### config.mk
export PLATFORM = sky130hd
export DESIGN_NAME = twiddle_gen
export DESIGN_NICKNAME = d
export VERILOG_FILES = /design/src/rtl/twiddle_gen.sv
export SDC_FILE = /design/constraint.sdc
export NUM_CORES = 1
export LEC_CHECK = 0
export ABC_AREA = 1
export CAP_MARGIN = 10
export CORE_ASPECT_RATIO = 2
export CORE_MARGIN = 5
export CORE_UTILIZATION = 61
export CTS_CLUSTER_SIZE = 8
export DETAILED_ROUTE_END_ITERATION = 10
export GPL_ROUTABILITY_DRIVEN = 0
export PLACE_DENSITY = 0.86
export SETUP_SLACK_MARGIN = 0.02
export SLEW_MARGIN = 30
export SYNTH_ARGS = -nofsm -noshare
export SYNTH_HDL_FRONTEND = slang
export SYNTH_SLANG_ARGS = --single-unit
### constraint.sdc
create_clock -name Clock -period 3.45 [get_ports Clock]
set_clock_uncertainty 0.05 [all_clocks]
set_input_delay 0.69 -clock Clock [delete_from_list [all_inputs] [get_ports Clock]]
set_output_delay 0.69 -clock Clock [all_outputs]
set_load 0.02 [all_outputs]
### src/rtl/twiddle_gen.sv
// twiddle_gen: full-circle FFT twiddle generator with radix-2 DIF stage sequencer
module twiddle_gen #(
    parameter int BW_FFTP = 4,
    parameter int BW_DATA = 18
) (
    input  logic               Clock,
    input  logic               nReset,
    input  logic               ClockEn,
    input  logic               Inverse,
    input  logic               i_Valid,
    input  logic [BW_FFTP-1:0] i_Theta,
    input  logic               Start,
    input  logic [4:0]         Stage,
    output logic               Busy,
    output logic               o_Valid,
    output logic               o_Last,
    output logic [BW_DATA-1:0] Cosine,
    output logic [BW_DATA-1:0] nSine
);
    localparam int LP_N  = 1 << BW_FFTP;
    localparam int LP_M  = LP_N / 4;
    localparam int LP_AW = BW_FFTP - 1;
    localparam int LP_JW = BW_FFTP - 1;

    // Quarter-wave sine entries are computed at elaboration, so no image file is needed
    function automatic int f_sine(input int r);
        real x, t, s;
        x = 2.0 * 3.14159265358979323846 * $itor(r) / $itor(LP_N);
        t = x;
        s = x;
        for (int n = 1; n < 16; n++) begin
            t = -t * x * x / $itor((2 * n) * (2 * n + 1));
            s = s + t;
        end
        return $rtoi(s * (2.0 ** (BW_DATA - 2)) + 0.5);
    endfunction

    logic signed [BW_DATA-1:0] w_rom [0:LP_M];
    for (genvar g = 0; g <= LP_M; g++) begin : g_rom
        localparam int LP_VAL = f_sine(g);
        assign w_rom[g] = BW_DATA'(LP_VAL);
    end

    typedef enum logic {IDLE, RUN} t_state;
    t_state           r_state;
    logic [LP_JW-1:0] r_j;
    logic [4:0]       r_stage;
    logic             r_inv;

    logic [4:0]         w_stage;
    logic [BW_FFTP-1:0] w_seq_k;
    logic               w_req_v;
    logic               w_req_last;
    logic               w_req_inv;
    logic [BW_FFTP-1:0] w_req_k;
    logic [BW_FFTP-3:0] w_r;

    assign Busy       = (r_state == RUN);
    assign w_stage    = (Stage >= 5'(BW_FFTP - 1)) ? 5'(BW_FFTP - 1) : Stage;
    assign w_seq_k    = BW_FFTP'((int'(r_j) & ((LP_N >> (int'(r_stage) + 1)) - 1)) << r_stage);
    assign w_req_v    = Busy | (i_Valid & ~Start);
    assign w_req_last = Busy & (&r_j);
    assign w_req_inv  = Busy ? r_inv : Inverse;
    assign w_req_k    = Busy ? w_seq_k : i_Theta;
    assign w_r        = w_req_k[BW_FFTP-3:0];

    // Stage sequencer: Start latches stage/sign, then one request per enabled cycle
    always_ff @(posedge Clock or negedge nReset) begin
        if (!nReset) begin
            r_state <= IDLE;
            r_j     <= '0;
            r_stage <= '0;
            r_inv   <= 1'b0;
        end else if (ClockEn) begin
            if (r_state == IDLE) begin
                if (Start) begin
                    r_state <= RUN;
                    r_j     <= '0;
                    r_stage <= w_stage;
                    r_inv   <= Inverse;
                end
            end else begin
                r_j <= r_j + 1'b1;
                if (&r_j) r_state <= IDLE;
            end
        end
    end

    logic             r1_v, r1_last, r1_inv;
    logic [1:0]       r1_q;
    logic [LP_AW-1:0] r1_ar, r1_amr;

    // P1: register quadrant and the two mirrored table addresses
    always_ff @(posedge Clock or negedge nReset) begin
        if (!nReset) begin
            r1_v    <= 1'b0;
            r1_last <= 1'b0;
            r1_inv  <= 1'b0;
            r1_q    <= '0;
            r1_ar   <= '0;
            r1_amr  <= '0;
        end else if (ClockEn) begin
            r1_v    <= w_req_v;
            r1_last <= w_req_last;
            r1_inv  <= w_req_inv;
            r1_q    <= w_req_k[BW_FFTP-1 -: 2];
            r1_ar   <= {1'b0, w_r};
            r1_amr  <= LP_AW'(LP_M - int'(w_r));
        end
    end

    logic                      r2_v, r2_last, r2_inv;
    logic [1:0]                r2_q;
    logic signed [BW_DATA-1:0] r2_sa, r2_sb;

    // P2: registered dual read of the quarter-wave table
    always_ff @(posedge Clock or negedge nReset) begin
        if (!nReset) begin
            r2_v    <= 1'b0;
            r2_last <= 1'b0;
            r2_inv  <= 1'b0;
            r2_q    <= '0;
            r2_sa   <= '0;
            r2_sb   <= '0;
        end else if (ClockEn) begin
            r2_v    <= r1_v;
            r2_last <= r1_last;
            r2_inv  <= r1_inv;
            r2_q    <= r1_q;
            r2_sa   <= w_rom[r1_ar];
            r2_sb   <= w_rom[r1_amr];
        end
    end

    logic signed [BW_DATA-1:0] w_cos, w_sin, w_nsin;

    assign w_cos  = (r2_q == 2'd0) ? r2_sb : (r2_q == 2'd1) ? -r2_sa : (r2_q == 2'd2) ? -r2_sb : r2_sa;
    assign w_sin  = (r2_q == 2'd0) ? r2_sa : (r2_q == 2'd1) ? r2_sb : (r2_q == 2'd2) ? -r2_sa : -r2_sb;
    assign w_nsin = r2_inv ? w_sin : -w_sin;

    // P3: quadrant sign selection into the output registers, held while idle
    always_ff @(posedge Clock or negedge nReset) begin
        if (!nReset) begin
            o_Valid <= 1'b0;
            o_Last  <= 1'b0;
            Cosine  <= '0;
            nSine   <= '0;
        end else if (ClockEn) begin
            o_Valid <= r2_v;
            o_Last  <= r2_last;
            if (r2_v) begin
                Cosine <= w_cos;
                nSine  <= w_nsin;
            end
        end
    end
endmodule

# Word level (Yosys, flattened, before mapping)
# Memory sizes are Yosys's and may differ from the RTL's. A register that Yosys moved wholly into a read port is not among the register bits.
# Cells that the tools add are included.
# op_classes
n_shift,2
n_reduce_logical,8
eq_ne,2
magnitude_cmp,1
add_sub_neg,7
bitwise,8
muxes,15
# ops
op,n
$mux W18,7
$neg A18 Y18,3
$and A4 B32 Y32,1
$shl A32 B5 Y4,1
$shr A5 B6 Y32 const A,1
$sub A32 B2 Y32 const B,1
$add A5 B1 Y6 const B,1
$mux W3,2
$reduce_and A3 Y1,2
$ge A5 B2 Y1 const B,1
$mux W5,1
$mux W1,4
$mux W4,1
$not A2 Y4,1
$not A3 Y4,1
$reduce_and A2 Y1,2
$add A3 B1 Y3 const B,1
$sub A3 B2 Y3 const A,1
$and A1 B1 Y1,2
$eq A2 B1 Y1 const B,1
$eq A2 B2 Y1 const B,1
$logic_not A1 Y1,2
$logic_not A2 Y1,1
$not A1 Y1,2
other kinds (2),2
# totals
reg_bits,63
inputBits,15
out_inout_bits,39
memories,2
mem_bits_ro,288
# mem_list
memory,words,word_bits,read_ports,rd_clocked_by_memory_dff,wr,line_no,text
(name not given),8,18,1,1,0,131,r2_sb <= w_rom[r1_amr];
(name not given),8,18,1,1,0,130,r2_sa <= w_rom[r1_ar];

# Depth between registers and ports, before layout
# Gate-level depths: netlist of the first run.
# logic_depth
ltp_word,7
ltp_mapped,18
mapped_depth_nobuf,18

# Worst setup path before layout of the first run
# No wires, ideal clock.
# synth_path
path_kind,register to register
startpoint,register r2_sa[10]
endpoint,register nSine[14]
period_less_slack_ps,2234
path_stages_with_launch,18
arrival_ps,2066
slack_ps,1216
setup_time_ps,118
path_cell_list,dfrtp_1 -> inv_1 -> ha_1 -> nand3_1 -> nand3_1 -> nor2_1 -> nor2_2 -> inv_1 -> ha_1 -> inv_1 -> nor2_1 -> nand3_2 -> nor2_2 -> nand3_2 -> nand2_1 -> nand2_1 -> nand3_1 -> nand2_1
# synth_via
elab_chain_cells,6
# synth_rtl
element,line_no,text
start: declaration,114,"logic signed [BW_DATA-1:0] r2_sa, r2_sb;"
$neg A18 Y18,138,assign w_sin = (r2_q == 2'd0) ? r2_sa : (r2_q == 2'd1) ? r2_sb : (r2_q == 2'd2) ? -r2_sa : -r2_sb;
$mux W18 (2 in series),138,
$mux W18 (*),138,
$neg A18 Y18,139,assign w_nsin = r2_inv ? w_sin : -w_sin;
$mux W18 (*),139,
end signal: assignment,153,nSine <= w_nsin;
end: declaration,18,output logic [BW_DATA-1:0] nSine
# Every way passes the cells marked *; elsewhere a longest branch is shown, timed or not.
# A chain may end at the register's enable or synchronous reset.

# Final worst setup path of the first run
# layout_path
startpoint,register r2_sb[15]
endpoint,register nSine[17]
# layout_via
elab_chain_cells,6
# layout_rtl
element,line_no
start: declaration,114
$neg A18 Y18,138
$mux W18,138
$mux W18 (*) (2 in series),138
$neg A18 Y18,139
$mux W18 (*),139
# Marked as above.

==> impl_metrics.env, run 1 <==
export IMPL_hpwlAfterDp_um=10200
export IMPL_setup_tns_ns=0
export IMPL_layout_drive_gt1_share_pct=9.20
export IMPL_async_flop_share_pct=100
export IMPL_multiInputGateArea_um2=2450
export IMPL_ys_seq_elements=76
export IMPL_drtAntennaViolNets=0
export IMPL_hold_viol=0
export IMPL_die_h_um=135
export IMPL_dr_pass1_iters=8
export IMPL_power_internal_mw=3.01
export IMPL_fmax_mhz=344
export IMPL_grt_max_degree=77
export IMPL_yosysWarningCount=0
export IMPL_syn_area_per_cell_um2=7.39
export IMPL_path_cells="inv_1 > ha_1 > inv_1 > nor2_1 > nand3_1 > or2_1 > nand3_1 > inv_1 > nor2_1 > nand2_1 > o21ai_1 > nand3_1 > nand3_1 > nand2_1"
export IMPL_post_cts_buffers=0
export IMPL_port_buffer_count=53
export IMPL_synthTopCellsByArea="dfrtp_1, nand2_1, nand3_1"
export IMPL_synth_compound_area_share_pct=14.1
export IMPL_cts_sinks=76
export IMPL_synth_xor_area_share_pct=1.46
export IMPL_wl_per_cell_um=17.7
export IMPL_setup_viol=0
export IMPL_cts_repair_resized=0
export IMPL_power_share_clock_pct=16.1
export IMPL_maxCapViolations=0
export IMPL_postLayoutCellArea_um2=5640
export IMPL_synth_fa_ha_area_share_pct=4.97
export IMPL_vias=4826
export IMPL_hold_path_class="primary input to asynchronous set/reset pin"
export IMPL_cts_tree="done"
export IMPL_initial_core_util_pct=62.5
export IMPL_power_frac_comb_pct=58.2
export IMPL_grt_pass1_wl_um=22900
export IMPL_area_growth_syn_to_layout_pct=17.9
export IMPL_clock_latency_ns=0.34
export IMPL_postSynthCellCount=648
export IMPL_yosysSeqAreaShare_pct=39.7
export IMPL_dieWidth_um=72.6
export IMPL_maxSlewViolCount=0
export IMPL_path_delay_family="simple AND/OR/NAND/NOR gates"
export IMPL_yosysUniqueCellTypes=44
export IMPL_ios=54
export IMPL_n_antenna_cell=0
export IMPL_muxShareOfSynthArea_pct=0.235
export IMPL_cts_made_buffers=9
export IMPL_synthSimpleGateAreaFrac_pct=30.5
export IMPL_cp_common_cell="nand3_1"
export IMPL_critPathCaptureType="flip-flop"
export IMPL_critPathSlowestCell="dfrtp_1"
export IMPL_fill_cells=625
export IMPL_die_area_um2=9820
export IMPL_peakVddDrop_uv=565
export IMPL_finalWirelength_um=14000
export IMPL_critical_path_max_stage_delay_ns=0.49
export IMPL_cts_path_max_buffers=2
export IMPL_cts_hold_buffers_added=0
export IMPL_ys_flop_type="dfrtp_1"
export IMPL_crit_buf_inv=3
export IMPL_num_rows=45
export IMPL_power_per_cell_area_nw_per_um2=1050
export IMPL_power_frac_seq_pct=25.8
export IMPL_synth_edff_count=0
export IMPL_period_share_pct=84.4
export IMPL_drtIter0Drc=522
export IMPL_crit_arrival_ns=3.09
export IMPL_syn_area_um2=4790
export IMPL_cp_start_kind="flip-flop"
export IMPL_synth_area_leader_cell="dfrtp_1"
export IMPL_remaining_drc_errors=0
export IMPL_slew_limit_headroom_pct=52.8
export IMPL_switching_share_pct=49.0
export IMPL_ys_top_cells_by_count="nand2_1, nand3_1, dfrtp_1"
export IMPL_clkTransAtPathRegs_ns=0.06
export IMPL_net_switching_power_mw=2.90
export IMPL_crit_required_ns=3.63
export IMPL_rsz0062_at_grt="no"
export IMPL_htree_levels=3
export IMPL_crit_type="flip-flop to flip-flop"
export IMPL_grt_pass1_vias=4752
export IMPL_synth_top_family_by_area="simple AND/OR/NAND/NOR gates"
export IMPL_status="finished, final reports clean"
export IMPL_nets=725
export IMPL_p_leak_nw=2.73
export IMPL_track_usage_pct=30.2
export IMPL_placed_cell_area_um2=5340
export IMPL_vias_per_cell=6.11
export IMPL_synth_top_area_share_pct=39.7
export IMPL_critPathMaxFanout=7
export IMPL_synth_net_count=682
export IMPL_core_um2=7660
export IMPL_synth_most_common_cell="nand2_1"
export IMPL_seqCellArea_um2=1900
export IMPL_antenna_found_initial=0
export IMPL_fin_crit_ns=2.91
export IMPL_grt_overflow_total=0
export IMPL_worstMarginPinSlew_ns=0.708
export IMPL_clockRootBuffer="clkbuf_16"
-- power by group through the flow --
stage	Clock, mW	Combinational, mW	Sequential (mW)
final	0.950	3.44	1.52
after global routing	0.998	3.77	1.57
after CTS	0.958	3.34	1.51
after detailed placement	0	3.31	1.53
after global placement	0	3.20	1.50
after floorplan	0	2.14	1.65
-- layout make-up --
type                    instances  area share (%)
repair buffers                 58            10.1
inverters                      78            5.30
multi-input cells             468            43.5
clock inverters                 7            1.33
clock buffers                   9            3.99
flip-flops and latches         76            33.7
well taps                      94            2.09
-- routing by layer --
| metal | share of wire, % | track usage (%) | wire length, um |
|---|---|---|---|
| met5 | 0 | 0 | 0 |
| met4 | 8.6 | 20.3 | 1200 |
| met3 | 7.9 | 6.39 | 1100 |
| met2 | 51 | 52.6 | 7140 |
| met1 | 32 | 31.3 | 4540 |
-- metrics by stage --
stage                     worst slack [ns]  utilization [%]  std cells  total power [mW]  hold WS (ns)
after global placement               0.713             69.7        774              4.71         0.406
after global routing                 0.324             73.7        790              6.34         0.381
after CTS                            0.673             73.6        790              5.80         0.426
after detailed placement             0.672             69.7        774              4.83         0.412
final                                0.539             73.7        790              5.91         0.290
after floorplan                       1.22                -        648              3.80         0.344
-- path summary, 6_finish.rpt --
path | start | end | slack, ns | cells past startpoint
worst max-delay path | r2_sb[15]$_DFFE_PN0P_ | nSine[17]$_DFFE_PN0P_ | 0.54 | 14
worst min-delay path | nReset | Cosine[15]$_DFFE_PN0P_ | 0.29 | 1
worst max register to register | r2_sb[15]$_DFFE_PN0P_ | nSine[17]$_DFFE_PN0P_ | 0.54 | 14
worst min register to register | o_Last$_DFFE_PN0P_ | o_Last$_DFFE_PN0P_ | 0.42 | 2
max in group asynchronous | nReset | Cosine[2]$_DFFE_PN0P_ | 2.53 | 1
min in group Clock | o_Last$_DFFE_PN0P_ | o_Last$_DFFE_PN0P_ | 0.42 | 2
-- kinds of logic after synthesis --
logic type,Yosys count
xor gates and xnor gates,8
muxes,1
and+or+nand+nor,322
adders and majority gates,19
AOI/OAI and AO/OA,118
buffers and inverters,104
DFF,76
-- sequential cells by signal (all words and copies together), names as in the netlist, 2 cells and up --
signal,count
Cosine,17
nSine,18
r1_amr,3
r1_q,2
r2_q,2
r2_sa,7
r2_sb,8
r_j,3
r_stage,5
-- cells in the final DEF, fill, tap and decap left out, types with 9 or more instances in the layout --
| cell | n |
|---|---|
| nand2_1 | 147 |
| nand3_1 | 78 |
| dfrtp_1 | 76 |
| inv_1 | 61 |
| nor2_1 | 57 |
| clkdlybuf4s50_1 | 52 |
| o21ai_0 | 44 |
| a21oi_1 | 37 |
| ha_1 | 19 |
| inv_2 | 13 |
| clkbuf_16 | 9 |
Note: power is estimated with default switching activity, not from simulation.
==> run 2: changes to the inputs <==
CORE_UTILIZATION = 57   (was 61)
PLACE_DENSITY = 0.81   (was 0.86)
clock period = 2.7 ns   (was 3.45 ns; I/O delays follow)
==> impl_metrics.env, run 2 (same netlist as run 1, synthesis figures left out) <==
export IMPL_status="finished, final reports clean"
export IMPL_critPathCaptureType="flip-flop"
export IMPL_critical_path_max_stage_delay_ns=0.45
export IMPL_drtAntennaViolNets=0
export IMPL_wl_per_cell_um=18.7
export IMPL_drtIter0Drc=538
export IMPL_dr_pass1_iters=8
export IMPL_nets=738
export IMPL_initial_core_util_pct=58.1
export IMPL_rsz0062_at_grt="no"
export IMPL_dieWidth_um=74.8
export IMPL_largest_reg_flops=18
export IMPL_die_h_um=140
export IMPL_grt_pass1_wl_um=24300
export IMPL_clock_latency_ns=0.35
export IMPL_num_rows=47
export IMPL_cts_made_buffers=9
export IMPL_crit_type="flip-flop to flip-flop"
export IMPL_cts_path_max_buffers=2
export IMPL_die_area_um2=10400
export IMPL_hold_ws_ns=0.0795
export IMPL_crit_arrival_ns=2.66
export IMPL_hold_viol=0
export IMPL_crit_required_ns=2.89
export IMPL_critPathSlowestCell="dfrtp_2"
export IMPL_area_growth_syn_to_layout_pct=22.3
export IMPL_path_cells="inv_2 > ha_1 > nand3_1 > nand3_1 > nor2_1 > nor2_2 > inv_1 > ha_1 > inv_1 > nor2_2 > nand3_2 > nor2_4 > nand3_2 > nand2_1 > nand2_1 > nand3_1 > nand2_1"
export IMPL_fin_crit_ns=2.48
export IMPL_maxCapViolations=0
export IMPL_period_share_pct=91.7
export IMPL_grt_pass1_vias=4879
export IMPL_core_um2=8230
export IMPL_top_register="nSine"
export IMPL_cts_sinks=76
export IMPL_grt_max_degree=46
export IMPL_post_cts_buffers=0
export IMPL_largestRegisters="nSine x18, Cosine x17, r2_sb x8"
export IMPL_worstMarginPinSlew_ns=0.621
export IMPL_clkTransAtPathRegs_ns=0.06
export IMPL_setup_viol=0
export IMPL_htree_levels=3
export IMPL_finalWirelength_um=15000
export IMPL_p_total_mw=8.00
export IMPL_ios=54
export IMPL_hpwlAfterDp_um=11000
export IMPL_track_usage_pct=30.8
export IMPL_cts_tree="done"
export IMPL_critPathMaxFanout=8
export IMPL_p_leak_nw=2.84
export IMPL_power_per_cell_area_nw_per_um2=1370
export IMPL_slew_limit_headroom_pct=58.6
export IMPL_crit_buf_inv=3
export IMPL_cp_start_kind="flip-flop"
export IMPL_layout_drive_gt1_share_pct=11.7
export IMPL_fmax_mhz=404
export IMPL_peakVddDrop_uv=615
export IMPL_maxSlewViolCount=0
export IMPL_port_buffer_count=53
export IMPL_setup_tns_ns=0
export IMPL_final_cell_mix="nand2_1, nand3_1, dfrtp_1"
export IMPL_vias=4959
export IMPL_cts_repair_resized=0
export IMPL_path_delay_family="simple AND/OR/NAND/NOR gates"
export IMPL_cts_hold_buffers_added=0
export IMPL_hold_path_class="primary input to asynchronous set/reset pin"
export IMPL_n_antenna_cell=0
export IMPL_clockRootBuffer="clkbuf_16"
export IMPL_antenna_found_initial=0
export IMPL_vias_per_cell=6.15
export IMPL_final_common_cell="nand2_1"
export IMPL_remaining_drc_errors=0
export IMPL_grt_overflow_total=0
[run 2: cell types whose count changed in the layout (fill, tap and decap cells not counted), sizes merged]
cell / previous run / this run
clkbuf: 9 / 11
clkinv: 3 / 2
bufinv: 1 / 4
clkinvlp: 3 / 0
buf: 6 / 19
inv: 78 / 76
[run 2: final timing paths]
check / from / to / slack [ns] / depth (start not counted)
worst max-delay path: r2_sa[10]$_DFFE_PN0P_ / nSine[14]$_DFFE_PN0P_ / 0.22 / 17
worst min-delay path: nReset / nSine[1]$_DFFE_PN0P_ / 0.08 / 1
worst max register to register: r2_sa[10]$_DFFE_PN0P_ / nSine[14]$_DFFE_PN0P_ / 0.22 / 17
worst min register to register: o_Last$_DFFE_PN0P_ / o_Last$_DFFE_PN0P_ / 0.42 / 2
max in group asynchronous: nReset / r2_sa[10]$_DFFE_PN0P_ / 1.93 / 2
min in group Clock: o_Last$_DFFE_PN0P_ / o_Last$_DFFE_PN0P_ / 0.42 / 2
[run 2: metal layers]
layer | track usage [%] | share of wire (%)
met2 | 53.3 | 51
met5 | 0 | 0
met1 | 32.0 | 32
met3 | 5.92 | 7.8
met4 | 20.8 | 8.3
[run 2: final cells by class]
class,count,area (um2)
clock buffers,11,253
clock inverters,4,120
fillers,667,2380
inverters,78,299
multi-input cells,468,2460
flip-flops and latches,76,1910
well taps,98,123
repair buffers,71,688
[run 2: where the power goes]
| group | switching (mW) | leakage [nW] | total [mW] | internal, mW |
|---|---|---|---|---|
| registers | 0.379 | 0.942 | 1.94 | 1.56 |
| clock network | 0.458 | 0.182 | 1.50 | 1.04 |
| logic | 2.92 | 1.72 | 4.56 | 1.64 |
[run 2: metrics by stage]
stage / util [%] / instances / setup slack [ns] / area [um2]
5_1_grt: 71.1 / 806 / 0.0318 / 5850
3_5_place_dp: 66.4 / 791 / 0.0983 / 5460
6_report: 71.1 / 806 / 0.224 / 5850
2_1_floorplan: - / 648 / 0.466 / 4790
4_1_cts: 70.9 / 806 / 0.0763 / 5840
3_3_place_gp: 66.4 / 791 / 0.205 / 5460
